File: src/rtl/ifetch_unit.sv
// Instruction fetch unit: single-outstanding imem requester feeding a DEPTH-entry fetch buffer.
// Optional misaligned-PC detection is enabled with `define IFETCH_ALIGN_CHECK_EN.
`timescale 1ns/1ps
module ifetch_unit #(
   parameter int unsigned DEPTH = 2
) (
   input  logic        clk,
   input  logic        clr,
   input  logic [31:0] pc,
   input  logic        pc_valid,
   output logic        pc_ready,
   input  logic        flush,
   output logic        imem_req,
   output logic [31:0] imem_addr,
   input  logic        imem_gnt,
   input  logic        imem_rvalid,
   input  logic [31:0] imem_rdata,
   output logic        inst_valid,
   input  logic        inst_ready,
   output logic [31:0] inst,
   output logic [31:0] inst_pc,
   output logic        fault
);

   localparam int unsigned PtrW = (DEPTH > 1) ? $clog2(DEPTH) : 1;
   localparam int unsigned CntW = PtrW + 1;
   localparam logic [CntW-1:0] DepthC = CntW'(DEPTH);

   typedef enum logic [1:0] {
      StIdle,
      StWait,
      StDrop
   } state_e;

   state_e          state_q, state_d;
   logic [CntW-1:0] count_q, count_d;
   logic [PtrW-1:0] wptr_q, wptr_d;
   logic [PtrW-1:0] rptr_q, rptr_d;
   logic [31:0]     pending_pc_q, pending_pc_d;
   logic            fault_q, fault_d;

   logic [31:0] buf_inst_q [DEPTH];
   logic [31:0] buf_pc_q   [DEPTH];

   logic has_space;
   logic can_issue;
   logic misalign;
   logic mis_drop;
   logic issue;
   logic push;
   logic pop;

   // Request side and FIFO handshakes
   always_comb begin
      has_space = count_q < DepthC;
      can_issue = (state_q == StIdle) && !flush && has_space;
`ifdef IFETCH_ALIGN_CHECK_EN
      misalign  = pc_valid && (pc[1:0] != 2'b00);
`else
      misalign  = 1'b0;
`endif
      mis_drop   = can_issue && misalign;
      imem_req   = pc_valid && can_issue && !misalign;
      imem_addr  = pc;
      pc_ready   = can_issue && (imem_gnt || misalign);
      issue      = imem_req && imem_gnt;
      // Responses landing in WAIT together with a flush are discarded, never buffered.
      push       = (state_q == StWait) && imem_rvalid && !flush;
      inst_valid = (count_q != '0);
      pop        = inst_valid && inst_ready && !flush;
   end

   always_comb begin
      state_d      = state_q;
      pending_pc_d = pending_pc_q;
      case (state_q)
         StIdle: begin
            if (issue) begin
               state_d      = StWait;
               pending_pc_d = pc;
            end
         end
         StWait: begin
            if (imem_rvalid) begin
               state_d = StIdle;
            end else if (flush) begin
               state_d = StDrop;
            end
         end
         StDrop: begin
            if (imem_rvalid) begin
               state_d = StIdle;
            end
         end
         default: state_d = StIdle;
      endcase
   end

   always_comb begin
      count_d = count_q;
      wptr_d  = wptr_q;
      rptr_d  = rptr_q;
      fault_d = fault_q;
      if (flush) begin
         count_d = '0;
         wptr_d  = '0;
         rptr_d  = '0;
         fault_d = 1'b0;
      end else begin
         // Pointers are PtrW wide and DEPTH is a power of two, so they wrap on their own.
         wptr_d  = wptr_q + PtrW'(push);
         rptr_d  = rptr_q + PtrW'(pop);
         count_d = count_q + CntW'(push) - CntW'(pop);
         if (mis_drop) begin
            fault_d = 1'b1;
         end
      end
   end

   always_ff @(posedge clk or posedge clr) begin
      if (clr) begin
         state_q      <= StIdle;
         count_q      <= '0;
         wptr_q       <= '0;
         rptr_q       <= '0;
         pending_pc_q <= '0;
         fault_q      <= 1'b0;
      end else begin
         state_q      <= state_d;
         count_q      <= count_d;
         wptr_q       <= wptr_d;
         rptr_q       <= rptr_d;
         pending_pc_q <= pending_pc_d;
         fault_q      <= fault_d;
      end
   end

   always_ff @(posedge clk) begin
      if (push) begin
         buf_inst_q[wptr_q] <= imem_rdata;
         buf_pc_q[wptr_q]   <= pending_pc_q;
      end
   end

   // Storage is not reset; an empty buffer reads as zero instead.
   always_comb begin
      inst    = inst_valid ? buf_inst_q[rptr_q] : 32'h0;
      inst_pc = inst_valid ? buf_pc_q[rptr_q]   : 32'h0;
      fault   = fault_q;
   end

   assert property (@(posedge clk) disable iff (clr) count_q <= DepthC);
   assert property (@(posedge clk) disable iff (clr) !(push && !pop && (count_q == DepthC)));
   assert property (@(posedge clk) disable iff (clr) (state_q != StIdle) |-> !imem_req);

endmodule
File: config.mk
export PLATFORM = sky130hd
export DESIGN_NAME = ifetch_unit
export DESIGN_NICKNAME = d
export VERILOG_FILES = /design/src/rtl/ifetch_unit.sv
export SDC_FILE = /design/constraint.sdc
export NUM_CORES = 1
export LEC_CHECK = 0
export CAP_MARGIN = 20
export CORE_MARGIN = 2
export CORE_UTILIZATION = 35
export DETAILED_ROUTE_END_ITERATION = 16
export PLACE_DENSITY = 0.65
export RECOVER_POWER = 100
export SLEW_MARGIN = 20
export SYNTH_ARGS = -nofsm -noshare
export SYNTH_HDL_FRONTEND = slang
export SYNTH_SLANG_ARGS = --single-unit
File: constraint.sdc
create_clock -name clk -period 5.3 [get_ports clk]
set_input_delay 1.06 -clock clk [delete_from_list [all_inputs] [get_ports clk]]
set_output_delay 1.06 -clock clk [all_outputs]
set_load 0.1 [all_outputs]
Yosys cells after proc, flatten, opt, wreduce, memory -nomap -nowiden. Memories as Yosys holds them, arrays and structs flattened. Cells that the tools add are included.

Flip-flop bits (word level): 38. Memory bits (writable): 128. Word-level logic and storage cells: 43. Memories kept: 2.

Add/sub/neg operators: 4. Order comparisons: 1. Eq/ne operators: 5. Multiplexer cells: 12. Reduce and logical (&&, ||, !) cells: 14.

Memory list: buf_inst_q (depth 2, bits a word 32, rd ports 1, clocked after memory_dff 0, write ports 1, line 42) `logic [31:0] buf_inst_q [DEPTH];`; buf_pc_q (depth 2, bits a word 32, rd ports 1, clocked after memory_dff 0, write ports 1, line 43) `logic [31:0] buf_pc_q [DEPTH];`.

Operators by type and width (number): $mux 32 (2); $mux 2 (5); $logic_and 1x1->1 (9); $pmux 2 s3 (1); $mux 1 (4); $ne 2x2->1 const B (2); $ne 3x3->1 const B (1); $reduce_and 3->1 (1); $add 1x1->1 (2); $add 2x1->2 (1); $eq 2x1->1 const B (1); $eq 2x2->1 const B (1); $logic_not 2->1 (1); $lt 2x2->1 const B (1); $reduce_and 2->1 (1); $reduce_bool 2->1 (1); $sub 2x1->2 (1); $logic_not 1->1 (1).

Logic depth before layout (Yosys ltp). Gate-level depths: netlist (run 1).

Depth after elaboration: 7. Depth in mapped cells: 10. Gate-level depth less buffers: 9.

Worst setup path before layout (run 1). No wires, ideal clock.

Path kind: input port to flip-flop. Start point: input flush. End point: memory buf_inst_q[1][0] (enable). Library setup time: 0.429 ns. Arrival time: 3.055 ns. Required time: 4.871 ns. Path slack: 1.816 ns. Stages: 4. Buffers on the path: 1. Path through: buf_6 nor2_1 and3_2 ha_1.

Cells in the longest elaborated chain, start to end: 4.

Ends and longest elaborated chain: from (decl) (line 12) `input logic flush,`; $logic_not 1->1 (line 68) `push = (state_q == StWait) && imem_rvalid && !flush;`; $logic_and 1x1->1 (line 68); $mux 1 (line 139) `if (push) begin`; $mux 1 (not written as such) (line 140) `buf_inst_q[wptr_q] <= imem_rdata;`; to (decl) (line 42).

No other way between the ends.

Final worst setup path (run 1).
Start point: input flush. End point: output pc_ready.

Cells in the longest elaborated chain, start to end: 4.

Ends and longest elaborated chain: $logic_not 1->1 (line 56) `can_issue = (state_q == StIdle) && !flush && has_space;`; $logic_and 1x1->1 (2 in a row) (line 56); $logic_and 1x1->1 (line 65) `pc_ready = can_issue && (imem_gnt || misalign);`; to (decl) (line 11) `output logic pc_ready,`.

No other way between the ends.

==> results.py, run 1 <==
metrics = {
    "setup_path": {
        "start_kind": "primary input",
        "rr_startpoint": "count_q[1]",
        "critPathBufInv": 2,
        "cp_max_fo": 8,
        "arrival_ps": 3180,
        "crit_chain": "dlygate4sd3_1 -> nor4_1 -> and2_2 -> clkbuf_1",
        "slowest_stage": "clkbuf_1",
        "worst_r2r_path_depth": 3,
        "worstSetupStartpoint": "flush",
        "crit_family": "buffers and inverters",
        "ff2ff_setup_slack_ps": 2460,
        "reg2reg_to": "pending_pc_q[31]",
        "worstSetupPathType": "primary input to output pin",
        "critical-path-max-stage-delay_ps": 850,
        "cp.required_ps": 4240,
        "end_kind": "output pin",
    },
    "floorplanning": {
        "rows": 50,
        "core_area_sq_mm": 0.01883,
        "die_w_um": 142.9,
        "dieArea_sq_mm": 0.02042,
        "io_pins": 171,
        "start_util_pct": 35.85,
        "die_y_um": 142.9,
    },
    "clock_network": {
        "cts.sinks": 166,
        "clk_pin_slew_ps": 60,
        "cts-root-buf": "clkbuf_16",
        "clockBufferDepth": 2,
        "cts_made_buffers": 17,
        "clkLatencyLatePin_ps": 410,
        "cts_setup_buffers": 0,
        "h-tree-depth": 4,
        "ctsResizeCount": 0,
        "cts_tree": "yes",
        "postCtsHoldBufs": 0,
    },
    "sta": {
        "relSlewSlack_pct": -15.63,
        "finalSetupTns_ps": 0,
        "hold_slack_ps": 465.1,
        "rsz0062_at_grt": "false",
        "period_share_pct": 80.05,
        "fin_ws_ps": 1057,
        "finalHoldViolCount": 0,
        "setup_violations": 0,
        "worstMarginPinSlew_ps": 1734,
        "fmax_mhz": 235.7,
        "slew_viol_final": 203,
        "finalCriticalPeriod_ps": 4243,
        "fin_skew_ps": 7.781,
    },
    "logic_synthesis": {
        "synth_top_area_share_pct": 56.93,
        "synthFlopType": "edfxtp_1",
        "syn_area_sq_mm": 0.006751,
        "synth.cells.most_frequent": "edfxtp_1, nor2_1, mux2i_1",
        "yosysSeqAreaShare_pct": 71.02,
        "synth_edf_count": 128,
        "yosysUniqueCellTypes": 26,
        "syn_inst": 410,
        "yosys-top-cells-area": "edfxtp_1, dfrtp_1, mux2i_1, mux2_4, nor2_1",
        "yosysTopAreaCell": "edfxtp_1",
        "async_reset_ff_share_pct": 22.89,
        "syn_avg_cell_area_sq_um": 16.47,
        "ys_warn_count": 0,
        "yosysMostFrequentCell": "edfxtp_1",
        "syn-num-nets": 485,
        "ys_seq_elements": 166,
    },
    "min_path": {
        "hp-start": "pending_pc_q[16]",
        "hold_depth": 0,
        "worstHoldEndpoint": "buf_pc_q[1][16]",
        "worstHoldPathType": "register to register",
    },
    "pwr": {
        "p_leak_nw": 3.224,
        "seq_power_share_pct": 49.1,
        "clkPwrFrac_pct": 35.6,
        "p_switching_uw": 870.7,
        "vdd_ir_drop_max_v": 0.0002095,
        "power_frac_comb_pct": 15.3,
        "total_power_mw": 3.179,
        "p_per_area_mw_per_mm2": 359.9,
        "p_int_mw": 2.308,
        "netSwitchingFraction_pct": 27.39,
    },
    "route": {
        "wl_per_cell_um": 15.46,
        "viasPerCell": 4.452,
        "dr.pass1.iters": 4,
        "routed_wl_um": 12700,
        "ant_nets": 0,
        "vias": 3655,
        "drtIter0Drc": 116,
        "drc_errors": 0,
    },
    "grt": {
        "grt_pass1_wl_um": 20280,
        "gr-usage-met2_pct": 22.09,
        "busiest_layer": "met2",
        "grt_pass1_vias": 3934,
        "grtUsageTotal_pct": 13.08,
        "gr-usage-met1_pct": 15.98,
        "grt-ovfl-total": 0,
        "grt_max_degree": 66,
        "grt_util_met3_pct": 3.622,
        "antenna_found_initial": 0,
    },
    "placed_design": {
        "dp_cells": 789,
        "port_buffers": 169,
        "gp_congestion": 0.6811,
        "dp_hpwl_um": 7865,
        "place_area_sq_mm": 0.008444,
        "dp_worst_setup_slack_ps": 1504,
    },
    "cells_and_area": {
        "area_growth_pct": 30.82,
        "n_antenna_cell": 0,
        "drive_above_1_share_pct": 6.595,
        "nFillCells": 1645,
        "final_core_util_pct": 46.90,
        "finalInstanceArea_sq_mm": 0.008832,
        "final_cells": 821,
        "multiInputGateArea_sq_mm": 0.001438,
        "register_area_sq_mm": 0.004798,
        "nNetsFinal": 623,
    },
    "status": {
        "outcome": "finished, violations left",
        "violations": "max-capacitance violations, max-slew violations",
    },
    "run": {
        "cap_violations": 4,
    },
}
[registers in the layout, indices dropped and copies added, names as in the netlist]
signal and flops:
state_q 2, wptr_q 1, buf_inst_q 64, rptr_q 1
buf_pc_q 64, count_q 2, pending_pc_q 32
[logic make-up (layout without fill, tap and decap cells)]
| logic type | count (synthesis) | after routing | synth area share (%) |
|---|---|---|---|
| flip-flops | 166 | 166 | 71.02 |
| multiplexers | 97 | 97 | 16.60 |
| AND/OR/NAND/NOR | 81 | 81 | 5.059 |
| buffers and inverters | 57 | 208 | 6.079 |
| adder cells (fa/ha/maj) | 4 | 4 | 0.7413 |
| AO/OA/AOI/OAI | 2 | 2 | 0.1853 |
| XOR/XNOR | 2 | 2 | 0.2595 |
| other | 1 | 1 | 0.05554 |
[how the worst max path moves through the flow]
stage,depth (start not counted),to,slack [ps]
floorplan,4,buf_inst_q[1][0],1820
global placement,3,inst_pc[19],1400
detailed placement,2,imem_addr[18],1500
CTS,4,inst_pc[19],1190
global route,4,imem_req,920
finish,4,pc_ready,1060
[worst register-to-register path, stage by stage, from the launching register on]
cell,delay [ps]
dfrtp_1,450
nor4_1,420
and3_1,1400
mux2_2,450
[power by group through the flow]
stage	combinational [mW]	clock [mW]	sequential, mW
after floorplan	0.432	0	1.57
after global placement	0.541	0	1.59
after detailed placement	0.555	0	1.59
after CTS	0.557	1.17	1.57
after global routing	0.511	1.22	1.57
final	0.486	1.13	1.56
[placed cells by master, fill, tap and decap left out, types with 2 or more instances in the layout]
master	n
mux2i_1	64
clkinv_1	3
ha_1	2
mux2_1	28
clkdlybuf4s50_1	35
dfrtp_1	37
nor2_1	70
inv_1	5
clkbuf_1	7
xor2_1	2
edfxtp_1	128
clkbuf_16	17
mux2_2	4
and3_1	2
ha_2	2
nand2_1	2
dlygate4sd3_1	132
inv_6	2
and2_2	2
[cell type report]
cell class	instances	share of cell area (%)
Sequential cell	166	54.33
Inverter	5	0.2125
Timing Repair Buffer	171	19.41
Clock buffer	23	5.185
Multi-Input combinational cell	187	16.28
Tap cell	260	3.683
Clock inverter	9	0.9066
[metal layers]
layer | vias to the layer above | part of all wire [%]
met2 | 107 | 51
li1 | 1713 | -
met5 | - | 0
met1 | 1825 | 43
met3 | 10 | 4.8
met4 | 0 | 1.1
Note: power is estimated with default switching activity, not from simulation.
==> run 2: changes to the inputs <==
PLACE_DENSITY = 0.68   (was 0.65)
clock period = 3.5 ns   (was 5.3 ns; I/O delays follow)
==> run 2 against run 1 <==
The flow still finishes with violations (max-capacitance violations, max-slew violations); final cell count rose by 0.73%; sequential power rose by 51%; design area fell by 3.8%; clock power rose by 62%; critical path depth did not move; wire length barely moved; critical endpoint is now inst[28]; highest routed layer unchanged.
==> results.py, run 2 (synthesis results as in run 1) <==
metrics = {
    "status": {
        "violations": "max-capacitance violations, max-slew violations",
        "outcome": "finished, violations left",
    },
    "setup_path": {
        "rr_startpoint": "count_q[1]",
        "worstSetupPathType": "register to output pin",
        "arrival_ps": 2370,
        "cp.required_ps": 2800,
        "worstSetupStartpoint": "rptr_q",
        "cp_max_fo": 25,
        "start_kind": "register",
        "end_kind": "output pin",
    },
    "clock_network": {
        "postCtsHoldBufs": 0,
        "clk_pin_slew_ps": 60,
        "cts.sinks": 166,
        "cts_setup_buffers": 0,
        "cts-root-buf": "clkbuf_16",
        "cts_tree": "yes",
        "clockBufferDepth": 2,
        "ctsResizeCount": 0,
        "h-tree-depth": 4,
        "cts_made_buffers": 17,
        "clkLatencyLatePin_ps": 420,
    },
    "pwr": {
        "p_leak_nw": 3.089,
        "p_per_area_mw_per_mm2": 579.5,
        "vdd_ir_drop_max_v": 0.0003219,
    },
    "grt": {
        "antenna_found_initial": 0,
        "grtUsageTotal_pct": 12.85,
        "grt_pass1_wl_um": 19570,
        "grt_max_degree": 43,
        "grt_pass1_vias": 3797,
        "grt-ovfl-total": 0,
    },
    "cells_and_area": {
        "n_antenna_cell": 0,
        "final_cell_mix": "edfxtp_1, nor2_1, mux2i_1",
        "nFillCells": 1721,
        "final_common_cell": "edfxtp_1",
        "area_growth_pct": 25.87,
        "final_cells": 827,
        "drive_above_1_share_pct": 20.11,
        "reg_top3": "buf_inst_q x64, buf_pc_q x64, pending_pc_q x32",
        "nNetsFinal": 629,
    },
    "sta": {
        "fin_skew_ps": 7.643,
        "fmax_mhz": 325.4,
        "relSlewSlack_pct": -2.737,
        "finalHoldViolCount": 0,
        "period_share_pct": 87.81,
        "rsz0062_at_grt": "false",
        "slew_viol_final": 39,
        "hold_slack_ps": 472.1,
        "worstMarginPinSlew_ps": 1539,
        "finalCriticalPeriod_ps": 3073,
        "fin_ws_ps": 426.6,
        "setup_violations": 0,
        "finalSetupTns_ps": 0,
    },
    "floorplanning": {
        "die_y_um": 142.9,
        "die_w_um": 142.9,
        "dieArea_sq_mm": 0.02042,
        "core_area_sq_mm": 0.01883,
        "io_pins": 171,
        "start_util_pct": 35.85,
        "rows": 50,
    },
    "route": {
        "wl_per_cell_um": 15.36,
        "viasPerCell": 4.380,
        "dr.pass1.iters": 4,
        "routed_wl_um": 12700,
        "ant_nets": 0,
        "drtIter0Drc": 134,
        "drc_errors": 0,
        "vias": 3622,
    },
    "min_path": {
        "hp-start": "pending_pc_q[29]",
        "worstHoldPathType": "register to register",
    },
    "placed_design": {
        "dp_worst_setup_slack_ps": 700.5,
        "dp_cells": 795,
        "port_buffers": 169,
        "gp_congestion": 0.7278,
        "dp_hpwl_um": 8787,
    },
    "run": {
        "cap_violations": 1,
    },
}
[run 2: cell count changes in the layout (fill, tap and decap cells not counted), moves of 3 or more]
cell           before  now
dlygate4sd3_1     132   35
buf_12              0    4
clkbuf_1            7   33
clkinv_1            3    0
clkinv_2            1    4
clkbuf_2            0   45
buf_4               1   26
[run 2: stage by stage]
| step | area, sq um | utilization, % | total power [mW] |
|---|---|---|---|
| floorplan | 6751 | - | 3.029 |
| CTS | 8881 | 47.16 | 5.092 |
| finish | 8498 | 45.13 | 4.924 |
| global placement | 8289 | 44.02 | 3.227 |
| global route | 8498 | 45.13 | 5.102 |
| detailed placement | 8289 | 44.02 | 3.250 |
[run 2: path summary, 6_finish.rpt]
check	end	slack, ps	cells after the start
setup / recovery	inst[28]	430	4
hold / removal	buf_pc_q[0][29]	470	0
setup reg to reg	pending_pc_q[31]	1260	4
hold reg to reg	buf_pc_q[0][29]	470	0
max in group asynchronous	pending_pc_q[1]	1410	2
min in group asynchronous	state_q[0]	1190	2
[run 2: layout make-up]
cell class | count | area, sq um | area share (%)
clock buffer | 21 | 470.5 | 5.536
tap | 260 | 325.3 | 3.828
inverter | 5 | 18.77 | 0.2208
clock inverter | 11 | 121.4 | 1.428
sequential | 166 | 4795 | 56.42
timing repair buffer | 177 | 1321 | 15.55
multi-input combinational | 187 | 1446 | 17.02
[run 2: per-layer routing]
| metal | GRT usage, % | routed length, um | up-vias |
|---|---|---|---|
| li1 | - | - | 1725 |
| met1 | 15.88 | 5598 | 1771 |
| met2 | 21.56 | 6311 | 110 |
| met3 | 3.286 | 604 | 16 |
| met4 | 5.263 | 185 | 0 |
| met5 | 0 | 0 | - |
[run 2: power breakdown]
group / switching [mW] / internal [mW] / leakage (nW)
registers: 0.0798 / 2.29 / 1.62
logic: 0.532 / 0.195 / 1.18
clock network: 0.725 / 1.11 / 0.290
[run 2: critical path: stages (launching register included)]
cell and delay (ps):
dfrtp_1 720, buf_4 500, mux2i_1 130, nor2_1 110, clkbuf_2 470
==> run 3: changes to the inputs <==
ABC_CLOCK_PERIOD_IN_PS = 2500   (was unset)
clock period = 2.5 ns   (was 3.5 ns; I/O delays follow)
==> run 3 against run 2 <==
The run now ends clean; worst setup slack worse by 290 ps; sequential share of layout area down 3.4 points; die area unchanged; clock power up 46%; wire length up 3.3%; clock skew up 0.99 ps; highest routed layer unchanged.
==> results.py, run 3 (synthesis results as in run 1) <==
metrics = {
    "grt": {
        "grt_max_degree": 66,
        "grt_pass1_wl_um": 20280,
        "grt-ovfl-total": 0,
        "grt_pass1_vias": 3929,
        "grtUsageTotal_pct": 13.12,
        "antenna_found_initial": 0,
    },
    "clock_network": {
        "clkLatencyLatePin_ps": 410,
        "cts_tree": "yes",
        "cts_setup_buffers": 0,
        "cts.sinks": 166,
        "h-tree-depth": 4,
        "cts-root-buf": "clkbuf_16",
        "ctsResizeCount": 0,
        "clk_pin_slew_ps": 60,
        "cts_made_buffers": 17,
        "postCtsHoldBufs": 0,
        "clockBufferDepth": 2,
    },
    "route": {
        "routed_wl_um": 13120,
        "wl_per_cell_um": 15.81,
        "ant_nets": 0,
        "dr.pass1.iters": 4,
        "drc_errors": 0,
        "drtIter0Drc": 171,
        "viasPerCell": 4.411,
        "vias": 3661,
    },
    "sta": {
        "finalCriticalPeriod_ps": 2367,
        "rsz0062_at_grt": "false",
        "period_share_pct": 94.67,
        "worstMarginPinSlew_ps": 967.5,
        "fmax_mhz": 422.5,
        "hold_slack_ps": 467.2,
        "relSlewSlack_pct": 35.39,
        "slew_viol_final": 0,
        "fin_ws_ps": 133.2,
        "fin_skew_ps": 8.629,
        "finalHoldViolCount": 0,
        "setup_violations": 0,
        "finalSetupTns_ps": 0,
    },
    "setup_path": {
        "arrival_ps": 1870,
        "reg2reg_to": "buf_inst_q[0][26]",
        "crit_family": "buffers and inverters",
        "worstSetupPathType": "register to output pin",
        "end_kind": "output pin",
        "critical-path-max-stage-delay_ps": 410,
        "critPathBufInv": 2,
        "slowest_stage": "dfrtp_4",
        "cp_max_fo": 65,
        "crit_chain": "buf_12 -> mux2i_1 -> nor2_2 -> clkbuf_4",
        "ff2ff_setup_slack_ps": 470,
        "rr_startpoint": "state_q[1]",
        "cp.required_ps": 2000,
        "worst_r2r_path_depth": 5,
        "start_kind": "register",
    },
    "pwr": {
        "vdd_ir_drop_max_v": 0.0004261,
        "netSwitchingFraction_pct": 26.09,
        "power_frac_comb_pct": 15.6,
        "seq_power_share_pct": 46.6,
        "p_per_area_mw_per_mm2": 782.4,
        "p_int_mw": 5.239,
        "clkPwrFrac_pct": 37.8,
        "total_power_mw": 7.088,
        "p_switching_mw": 1.849,
        "p_leak_nw": 3.273,
    },
    "run": {
        "cap_violations": 0,
    },
    "min_path": {
        "worstHoldEndpoint": "buf_pc_q[0][31]",
        "hold_depth": 0,
        "worstHoldPathType": "register to register",
        "hp-start": "pending_pc_q[31]",
    },
    "cells_and_area": {
        "drive_above_1_share_pct": 32.81,
        "final_common_cell": "edfxtp_1",
        "n_antenna_cell": 0,
        "final_cells": 830,
        "nFillCells": 1636,
        "final_core_util_pct": 48.11,
        "nNetsFinal": 632,
        "final_cell_mix": "edfxtp_1, mux2i_1, nor2_2",
        "reg_top3": "buf_inst_q x64, buf_pc_q x64, pending_pc_q x32",
        "finalInstanceArea_sq_mm": 0.009059,
        "area_growth_pct": 34.17,
    },
    "placed_design": {
        "dp_worst_setup_slack_ps": 57.90,
        "dp_hpwl_um": 8848,
        "port_buffers": 169,
        "gp_congestion": 0.7122,
        "place_area_sq_mm": 0.009701,
        "dp_cells": 798,
    },
    "floorplanning": {
        "rows": 50,
        "start_util_pct": 35.85,
        "dieArea_sq_mm": 0.02042,
        "core_area_sq_mm": 0.01883,
        "die_w_um": 142.9,
        "io_pins": 171,
        "die_y_um": 142.9,
    },
    "status": {
        "outcome": "finished clean",
    },
}
run 3: worst register-to-register path, cell delays in order (launching register included):
cell      delay [ps]
dfrtp_1          420
nor2_1           150
and3_2           200
clkbuf_1         220
ha_4             240
clkbuf_4         420
run 3: worst max path at each step:
| stage | from | end | slack (ps) | depth (start not counted) |
|---|---|---|---|---|
| final | rptr_q | inst[11] | 130 | 4 |
| after floorplan | flush | buf_inst_q[1][0] | -420 | 4 |
| after CTS | rptr_q | inst_pc[18] | 120 | 4 |
| after global routing | rptr_q | inst_pc[16] | 40 | 4 |
| after global placement | flush | count_q[1] | 180 | 10 |
| after detailed placement | flush | count_q[1] | 60 | 10 |
run 3: power groups by stage:
| stage | Clock (mW) | Sequential, mW | Combinational, mW |
|---|---|---|---|
| after global placement | 0 | 3.35 | 1.40 |
| after CTS | 2.74 | 3.31 | 1.42 |
| after global routing | 2.84 | 3.33 | 1.15 |
| after detailed placement | 0 | 3.37 | 1.42 |
| after floorplan | 0 | 3.32 | 0.940 |
| final | 2.68 | 3.30 | 1.10 |
run 3: layout make-up:
| type | instances | area [sq um] | share of cell area, % |
|---|---|---|---|
| Sequential cell | 166 | 4798 | 52.97 |
| Timing Repair Buffer | 180 | 1718 | 18.96 |
| Multi-Input combinational cell | 187 | 1575 | 17.39 |
| Clock buffer | 25 | 505.5 | 5.580 |
| Tap cell | 260 | 325.3 | 3.591 |
| Clock inverter | 7 | 117.6 | 1.298 |
| Inverter | 5 | 18.77 | 0.2072 |
run 3: per-layer routing:
metal	part of all wire, %	track usage (%)
met4	1.6	4.690
met2	49	21.81
met3	5.3	3.655
met1	44	16.49
met5	0	0
